[config.mk]
export PLATFORM = sky130hd
export DESIGN_NAME = register_bank_mb
export DESIGN_NICKNAME = d
export VERILOG_FILES = /design/src/rtl/register_bank_mb.sv
export SDC_FILE = /design/constraint.sdc
export NUM_CORES = 1
export LEC_CHECK = 0
export CAP_MARGIN = 20
export CORE_UTILIZATION = 51
export DETAILED_ROUTE_END_ITERATION = 6
export PLACE_DENSITY = 0.75
export SYNTH_ARGS = -nofsm -noshare
export SYNTH_HDL_FRONTEND = slang
export SYNTH_SLANG_ARGS = --single-unit
[constraint.sdc]
create_clock -name clk -period 2.33 [get_ports clk]
set_input_delay 0.466 -clock clk [delete_from_list [all_inputs] [get_ports clk]]
set_output_delay 0.466 -clock clk [all_outputs]
set_load 0.02 [all_outputs]
[src/rtl/register_bank_mb.sv]
// Multi-context register bank: register 0 (PC) is shared, registers 1..NUM_REGS-1 are banked.
// Optional same-cycle write-to-read forwarding when REG_BANK_BYPASS_EN is defined (ADDR_WIDTH >= 2 assumed).
//
//   state  | meaning
//   IDLE   | normal operation; writes, bank switches and bypass allowed
//   SWITCH | one-cycle settle after a bank change; writes and ctx_sw dropped, pc_inc honoured
module register_bank_mb #(
  parameter int DATA_WIDTH = 8,
  parameter int ADDR_WIDTH = 3,
  parameter int NUM_BANKS  = 2,
  localparam int NUM_REGS  = 2 ** ADDR_WIDTH,
  localparam int BANK_W    = (NUM_BANKS > 1) ? $clog2(NUM_BANKS) : 1
) (
  input  logic                  clk,
  input  logic                  rst,
  input  logic                  bank_wr_en,
  input  logic [ADDR_WIDTH-1:0] busC_addr,
  input  logic [DATA_WIDTH-1:0] busC,
  input  logic [ADDR_WIDTH-1:0] busA_addr,
  input  logic [ADDR_WIDTH-1:0] busB_addr,
  output logic [DATA_WIDTH-1:0] busA,
  output logic [DATA_WIDTH-1:0] busB,
  input  logic                  pc_inc,
  input  logic                  ctx_sw,
  input  logic [BANK_W-1:0]     ctx_sel,
  output logic                  ctx_busy,
  output logic [BANK_W-1:0]     active_bank,
  output logic [DATA_WIDTH-1:0] PC_m,
  output logic [DATA_WIDTH-1:0] DPTR_m,
  output logic [DATA_WIDTH-1:0] A_m,
  output logic [DATA_WIDTH-1:0] TEMP_m,
  output logic [DATA_WIDTH-1:0] ACC_m
);

`ifdef REG_BANK_BYPASS_EN
  localparam bit BYPASS = 1'b1;
`else
  localparam bit BYPASS = 1'b0;
`endif

  localparam logic [BANK_W:0] NUM_BANKS_V = (BANK_W + 1)'(NUM_BANKS);

  typedef enum logic {IDLE = 1'b0, SWITCH = 1'b1} ctx_state_t;

  ctx_state_t            state, state_nx;
  logic [BANK_W-1:0]     bank_nx;
  logic [DATA_WIDTH-1:0] pc;
  logic [DATA_WIDTH-1:0] bank_regs [NUM_BANKS][1:NUM_REGS-1];
  logic [DATA_WIDTH-1:0] act_regs [NUM_REGS];
  logic                  wr_eff;
  logic                  sw_ok;

  assign wr_eff = bank_wr_en && (state == IDLE);

  // A switch is accepted only to a different, existing bank.
  assign sw_ok = (NUM_BANKS > 1) && ctx_sw && (ctx_sel != active_bank)
                 && ({1'b0, ctx_sel} < NUM_BANKS_V);

  always_ff @(posedge clk) begin
    if (rst) begin
      state       <= IDLE;
      active_bank <= '0;
    end else begin
      state       <= state_nx;
      active_bank <= bank_nx;
    end
  end

  always_comb begin
    state_nx = state;
    bank_nx  = active_bank;
    case (state)
      IDLE: begin
        if (sw_ok) begin
          state_nx = SWITCH;
          bank_nx  = ctx_sel;
        end
      end
      SWITCH:  state_nx = IDLE;
      default: state_nx = IDLE;
    endcase
  end

  assign ctx_busy = (state == SWITCH);

  // The write uses the pre-edge active_bank, so a write alongside a switch lands in the old bank.
  always_ff @(posedge clk) begin
    if (rst) begin
      pc <= '0;
      for (int b = 0; b < NUM_BANKS; b++) begin
        for (int r = 1; r < NUM_REGS; r++) begin
          bank_regs[b][r] <= '0;
        end
      end
    end else begin
      if (wr_eff && (busC_addr == '0)) begin
        pc <= busC;
      end else if (pc_inc) begin
        pc <= pc + 1'b1;
      end
      if (wr_eff && (busC_addr != '0)) begin
        bank_regs[active_bank][busC_addr] <= busC;
      end
    end
  end

  always_comb begin
    act_regs[0] = pc;
    for (int i = 1; i < NUM_REGS; i++) begin
      act_regs[i] = bank_regs[active_bank][i];
    end
  end

  always_comb begin
    busA = act_regs[busA_addr];
    busB = act_regs[busB_addr];
    if (BYPASS && wr_eff && (busA_addr == busC_addr)) busA = busC;
    if (BYPASS && wr_eff && (busB_addr == busC_addr)) busB = busC;
  end

  assign PC_m   = act_regs[0];
  assign DPTR_m = act_regs[1];
  assign A_m    = act_regs[2];
  assign TEMP_m = act_regs[3];
  assign ACC_m  = act_regs[NUM_REGS-1];

endmodule

# Word-level counts from Yosys, hierarchy flattened
# Memory sizes are Yosys's and may differ from the RTL's. A register that Yosys moved wholly into a read port is not among the register bits.
# Index checks and enable logic that the tools add are counted.
# op_classes
n_mux,22
eq_ne,1
n_reduce_logical,10
magnitude_cmp,4
add_sub_neg,1
bitwise_logic,4
# op_table
op,n
$mux W56,3
$mux W8,7
$reduce_or A56 Y1,1
$bmux W8 S3,2
$demux W8 S3,1
$ge A4 B4 Y1 const B,3
$not A3 Y4,3
$add A8 B1 Y8 const B,1
$mux W1,8
$logic_and A1 B1 Y1,5
$lt A4 B1 Y1 const B,1
$logic_not A3 Y1,1
$reduce_bool A3 Y1,1
$pmux W1 S2,1
$reduce_and A2 Y1,1
$reduce_bool A2 Y1,1
$ne A1 B1 Y1,1
$not A1 Y1,1
# totals
reg_bits,10
ramBits,112
output_inout_bits,58
wordCells,46
inputBits,23
n_memories,1
# memory_table
memory,words,word_bits,read_ports,rd_ports_with_merged_regs,wr,line_no,source
bank_regs,2,56,1,1,2,48,logic [DATA_WIDTH-1:0] bank_regs [NUM_BANKS][1:NUM_REGS-1];

# Logic depth before layout (Yosys ltp)
# Gate-level depths: netlist of the first run.
# logic_depth
depth_word,8
depth_mapped,6
mapped_depth_nobuf,4

# Worst setup path after synthesis of the first run
# Ideal clock, no wire load.
# synth_path
path_kind,input to register
start,in rst
end,mem bank_regs[1][48] (netlist bit) (enable)
setup_ns,0.384
slack_ns,-0.044
stages,5
path_buffers,2
arrival_ns,1.990
required_time_ns,1.946
cell_sequence,buf_6 > or3b_4 > or2_1 > buf_6 > o21ai_0
# synth_rtl
item,line_no,source
"start, declared",15,"input logic rst,"
"end, declared",48,

==> impl_metrics.ini, run 1 <==
[drt]
detail_route.vias_per_cell = 6.51
final_antenna_net_count = 0
postRouteWirelength_mm = 22.0
drc_errors = 0
initialDrtViolationCount = 836
first_pass_iters = 6
dr_total_vias = 5448
avgRoutedWirePerCell_microns = 26.3

[clock_tree]
cts_tree = built
clock-sinks = 123
cts_inserted_buffers = 17
h_tree_lvls = 4
ctsHoldBuffers = 0
worst_skew_pair.late_latency_ns = 0.42
root_buffer_selected_by_cts = sky130_fd_sc_hd__clkbuf_16
cts-root-to-sink-buffers = 2
cts.reportedPaths.clkPinSlew_ns = 0.05

[die]
design.portCount = 81
rows = 41
dieWidth_microns = 116
dieArea_sq_um = 13500
core_region_area_sq_um = 12700
die-height_microns = 116
start_util_pct = 52.6

[global_routing]
grt_antenna_before_repair = 0
globalRoute.totalOverflow = 0
grt_pass1_vias = 5347
grt_pass1_wl_mm = 31.6
grt_max_degree = 26
track_usage_pct = 33.9

[critical_path]
cp_max_fo = 6
endpoint_class_of_the_critical_path = primary output
cp-start-kind = flop
setup.worst_path.class = flop to primary output
worst-endpoint-arrival_ns = 2.15
worst-endpoint-required_ns = 1.86

[pwr]
power.ir.vdd_worst_mv = 0.629
power.leakage_nw = 3.46
post-layout-total-power_w = 0.00627
power-per-cell-area_nw_per_um2 = 691

[place]
dpl.hpwl_mm = 14.0
gp_congestion = 0.891
post-place-cells = 784
placement.io_buffers = 80

[sta]
max_freq_mhz = 382
period_share_pct = 112
timing.hold.ws_ns = 0.623
post-route-worst-setup-slack_ns = -0.286
report.final.setup_viol = 28
finalHoldViolCount = 0
period_needed_ns = 2.62
timing_max_transition_violations_final = 0
grt_setup_unrepaired = yes
worst_margin_pin_slew_ns = 0.529
slew_headroom_pct = 64.5
worst_clock_skew_ns = 0.00548

[synthesis]
synth_fp_nets = 527
ys.flop_type = sky130_fd_sc_hd__edfxtp_1
synth_sequential_area_ratio_pct = 53.8
syn-mean-instance-area_sq_um = 13.2
synth-seq-cells = 123
synth_cell_type_count = 39
number_of_cells_produced_by_synthesis = 503
mappedNetlistArea_sq_um = 6660
ys_async_sr_fraction_pct = 0
synthesis.yosys.warnings = 0
synth_edf_count = 112

[flow_run]
max_cap_viol_count = 0

[final_layout]
antenna-diode-count = 0
design.final.nets = 676
drive_above_1_share_pct = 38.0
final_common_cell = sky130_fd_sc_hd__edfxtp_1
most-common-layout-cells = sky130_fd_sc_hd__edfxtp_1, sky130_fd_sc_hd__nor2_1, sky130_fd_sc_hd__buf_4
fin_cells = 837
syn2layout_area_growth_pct = 36.3

[outcome]
failed_checks = negative setup slack
status = finished with violations

[worst_hold_path]
min-delay-path-class = flop to flop
layout make-up:
class                      count  area, sq um
inverter                      11         41.3
tap                          172          215
fill                         818         3600
clock buffer                  21          440
clock inverter                11          103
multi-input combinational    331         3020
timing repair buffer         168         1670
sequential                   123         3590
metal layers:
metal  vias up  GRT usage (%)  wire length (microns)
met5         -              0                      0
met4         0           22.7                   1300
met3        98           8.61                   2590
met2       446           52.5                  10500
met1      2653           42.3                   7690
li1       2251              -                      -
critical path, cell delays in order (launching register included):
cell and delay, ns:
sky130_fd_sc_hd__dfxtp_4 0.40, sky130_fd_sc_hd__buf_12 0.16, sky130_fd_sc_hd__buf_16 0.15, sky130_fd_sc_hd__mux2i_4 0.22
sky130_fd_sc_hd__a211o_1 0.32, sky130_fd_sc_hd__a31oi_1 0.27, sky130_fd_sc_hd__buf_4 0.20
synthesized netlist by cell type (6+ instances only):
| cell type | count | area share, % |
|---|---|---|
| sky130_fd_sc_hd__edfxtp_1 | 112 | 50 |
| sky130_fd_sc_hd__nor2_1 | 70 | 3.9 |
| sky130_fd_sc_hd__mux4_2 | 48 | 16 |
| sky130_fd_sc_hd__nand2_1 | 38 | 2.1 |
| sky130_fd_sc_hd__mux2_2 | 24 | 4.1 |
| sky130_fd_sc_hd__a211o_1 | 16 | 2.1 |
| sky130_fd_sc_hd__a31oi_1 | 16 | 1.5 |
| sky130_fd_sc_hd__and2_1 | 16 | 1.5 |
| sky130_fd_sc_hd__clkbuf_1 | 16 | 0.90 |
| sky130_fd_sc_hd__o22ai_1 | 16 | 1.5 |
| sky130_fd_sc_hd__dfxtp_1 | 11 | 3.3 |
| sky130_fd_sc_hd__and3_1 | 10 | 0.94 |
| sky130_fd_sc_hd__inv_1 | 10 | 0.56 |
| sky130_fd_sc_hd__mux2i_1 | 10 | 1.5 |
| sky130_fd_sc_hd__nand2b_1 | 8 | 0.75 |
| sky130_fd_sc_hd__buf_6 | 7 | 1.2 |
| sky130_fd_sc_hd__nor3_1 | 7 | 0.53 |
| sky130_fd_sc_hd__o21ai_0 | 7 | 0.53 |
| sky130_fd_sc_hd__a21o_1 | 6 | 0.68 |
| sky130_fd_sc_hd__buf_2 | 6 | 0.45 |
cell families (layout without fill, tap and decap cells):
| group | Yosys count | in the layout | synth area share, % |
|---|---|---|---|
| simple gates | 170 | 170 | 11.9 |
| compound gates | 73 | 73 | 7.68 |
| mux | 82 | 82 | 21.8 |
| flops | 123 | 123 | 53.8 |
| xor+xnor | 5 | 5 | 0.657 |
| fa+ha+maj | 1 | 1 | 0.188 |
| buf+inv | 49 | 211 | 3.96 |
through the flow:
step / cell area (sq um) / util, % / setup WS [ns] / TNS [ns]
final: 9070 / 71.6 / -0.286 / -4.53
after detailed placement: 8110 / 64.0 / -0.564 / -8.08
after global routing: 9070 / 71.6 / -0.300 / -5.38
after CTS: 8990 / 70.9 / -0.254 / -3.67
after floorplan: 6660 / - / 0.179 / 0
after global placement: 8110 / 64.0 / -0.569 / -8.11
final timing paths:
path	from	end	slack, ns	cells after the start
setup / recovery	flop	busA[1]	-0.29	6
hold / removal	PC_m[7]	PC_m[7]	0.62	2
setup reg to reg	ctx_busy	bank_regs[1][51]	0.65	4
hold reg to reg	PC_m[7]	PC_m[7]	0.62	2
report_power, final:
group / internal [W] / switching [W]
registers: 0.00252 / 0.0000836
logic: 0.000564 / 0.000622
clock network: 0.00155 / 0.000927
sequential cells by signal, indices dropped and copies added (netlist names), named ones only:
signal	flops
bank_regs	112
ctx_busy	1
PC_m	8
active_bank	1
timing repair:
action | CTS | global route
endpoints found under the setup margin | 48 | 41
gates cloned | 5 | 1
resized for setup | 198 | 51
setup buffers | 12 | 6
pin swaps | 8 | 9
(Power assumes the default switching activity.)
==> run 2: changes to the inputs <==
--- a/config.mk
+++ b/config.mk
@@ -5,10 +5,13 @@
 export SDC_FILE = /design/constraint.sdc
 export NUM_CORES = 1
 export LEC_CHECK = 0
+export ABC_AREA = 1
 export CAP_MARGIN = 20
-export CORE_UTILIZATION = 51
+export CELL_PAD_IN_SITES_DETAIL_PLACEMENT = 1
+export CELL_PAD_IN_SITES_GLOBAL_PLACEMENT = 1
+export CORE_UTILIZATION = 38
 export DETAILED_ROUTE_END_ITERATION = 6
-export PLACE_DENSITY = 0.75
+export PLACE_DENSITY = 0.82
 export SYNTH_ARGS = -nofsm -noshare
 export SYNTH_HDL_FRONTEND = slang
 export SYNTH_SLANG_ARGS = --single-unit
==> impl_metrics.ini, run 2 <==
[sta]
report.final.setup_viol = 17
max_freq_mhz = 408
timing_max_transition_violations_final = 0
slew_headroom_pct = 67.4
grt_setup_unrepaired = yes
post-route-worst-setup-slack_ns = -0.119
timing.setup.tns_ns = -1.04
worst_clock_skew_ns = 0.00869
period_share_pct = 105
finalHoldViolCount = 0
period_needed_ns = 2.45
worst_margin_pin_slew_ns = 0.488

[synthesis]
synthTopCellsByArea = sky130_fd_sc_hd__edfxtp_1, sky130_fd_sc_hd__nand2_1, sky130_fd_sc_hd__nand3_1
yosysTopAreaCell = sky130_fd_sc_hd__edfxtp_1
mappedNetlistArea_sq_um = 6590
synth_edf_count = 112
number_of_cells_produced_by_synthesis = 792
synthesis.yosys.warnings = 0
synth_sequential_area_ratio_pct = 54.4
synth_fp_nets = 816
synth_largest_type_area_fraction_pct = 51.0
syn-mean-instance-area_sq_um = 8.32
synth_cell_type_count = 30
synth-seq-cells = 123
ys.flop_type = sky130_fd_sc_hd__edfxtp_1
synth.most_common_cell = sky130_fd_sc_hd__nand2_1
ys_async_sr_fraction_pct = 0
synthTopCellsByCount = sky130_fd_sc_hd__nand2_1, sky130_fd_sc_hd__edfxtp_1, sky130_fd_sc_hd__nand3_1, sky130_fd_sc_hd__nor2_1, sky130_fd_sc_hd__inv_1

[clock_tree]
root_buffer_selected_by_cts = sky130_fd_sc_hd__clkbuf_16
cts_tree = built
clock-sinks = 123
worst_skew_pair.late_latency_ns = 0.43
h_tree_lvls = 4
cts_inserted_buffers = 17
cts.reportedPaths.clkPinSlew_ns = 0.05
cts-root-to-sink-buffers = 2

[place]
dpl.hpwl_mm = 19.2
preCtsSetupSlack_ns = -0.640
placement.io_buffers = 80
gp_congestion = 0.935

[critical_path]
worst-endpoint-arrival_ns = 1.98
cp-start-kind = flop
r2r_cells = 7
cp_max_fo = 7
worst-endpoint-required_ns = 1.86
endpoint_class_of_the_critical_path = primary output
setup.worst_path.class = flop to primary output

[outcome]
status = finished with violations
failed_checks = negative setup slack

[drt]
drc_errors = 0
first_pass_iters = 7
dr_total_vias = 7120
initialDrtViolationCount = 846
detail_route.vias_per_cell = 5.91
final_antenna_net_count = 0
postRouteWirelength_mm = 30.5
avgRoutedWirePerCell_microns = 25.3

[die]
start_util_pct = 39.3
rows = 47
dieArea_sq_um = 17900
die-height_microns = 134
core_region_area_sq_um = 16800
dieWidth_microns = 134
design.portCount = 81

[global_routing]
grt_antenna_before_repair = 0
grt_max_degree = 29
track_usage_pct = 31.8
grt_pass1_vias = 7035
grt_pass1_wl_mm = 41.4
globalRoute.totalOverflow = 0

[final_layout]
drive_above_1_share_pct = 28.3
final_common_cell = sky130_fd_sc_hd__nand2_1
antenna-diode-count = 0
largest_register_ff_count = 112
most-common-layout-cells = sky130_fd_sc_hd__nand2_1, sky130_fd_sc_hd__edfxtp_1, sky130_fd_sc_hd__buf_4
design.final.nets = 996
top_register = bank_regs
syn2layout_area_growth_pct = 43.8

[pwr]
power-per-cell-area_nw_per_um2 = 689
power.leakage_nw = 4.22
power.ir.vdd_worst_mv = 0.519

[flow_run]
max_cap_viol_count = 0

[worst_hold_path]
hold_depth = 3
min-delay-path-class = flop to flop
## run 2: routing by layer
metal	global-route usage (%)	wire, microns	share of wire, %
met1	39.7	11700	38
met2	51.4	14500	47
met3	7.91	2760	9.0
met4	15.7	1570	5.1
met5	0	0	0
## run 2: repair_timing
action	CTS	global route
hold buffers	0	0
buffers inserted	1	1
setup endpoints to repair	48	22
pin swaps	3	20
resized for setup	154	123
gates cloned	1	4
## run 2: cell type report
type | count | area (sq um)
inverter | 56 | 219
fill | 1926 | 7280
timing repair buffer | 201 | 1930
clock buffer | 23 | 488
clock inverter | 9 | 46.3
tap | 220 | 275
sequential | 123 | 3590
multi-input combinational | 573 | 2930
## run 2: per-stage QoR
stage	total power, W	instances	util, %	area [sq um]	hold WS, ns
3_3_place_gp	0.00383	1167	50.6	8480	0.587
5_1_grt	0.00665	1205	56.5	9480	0.674
4_1_cts	0.00624	1201	54.1	9070	0.615
2_1_floorplan	0.00321	792	-	6590	0.535
3_5_place_dp	0.00388	1167	50.6	8480	0.604
6_report	0.00653	1205	56.5	9480	0.606
## run 2: cell families after synthesis
family	share of synthesized area, %
and+or+nand+nor	31.7
DFF	54.4
buffers and inverters	6.06
AOI/OAI and AO/OA	7.18
xor gates and xnor gates	0.532
adders and majority gates	0.190
## run 2: power breakdown
| group | switching [W] | total (W) | internal (W) |
|---|---|---|---|
| registers | 0.0000658 | 0.00261 | 0.00254 |
| logic | 0.000902 | 0.00145 | 0.000546 |
| clock network | 0.00102 | 0.00247 | 0.00145 |
## run 2: path summary, 6_finish.rpt
path	start	to	slack [ns]
min	ctx_busy	ctx_busy	0.61
min reg2reg	ctx_busy	ctx_busy	0.61
max reg2reg	ctx_busy	bank_regs[0][39]	0.55
max	flop	busB[5]	-0.12
## run 2: critical path: stages (launching register included)
cell,delay (ns)
sky130_fd_sc_hd__dfxtp_4,0.45
sky130_fd_sc_hd__inv_8,0.07
sky130_fd_sc_hd__buf_12,0.15
sky130_fd_sc_hd__buf_12,0.13
sky130_fd_sc_hd__nand2_1,0.09
sky130_fd_sc_hd__nand2_2,0.11
sky130_fd_sc_hd__nor2_2,0.15
sky130_fd_sc_hd__o21ai_2,0.08
sky130_fd_sc_hd__nand2_1,0.07
sky130_fd_sc_hd__nand2_1,0.07
sky130_fd_sc_hd__buf_4,0.16
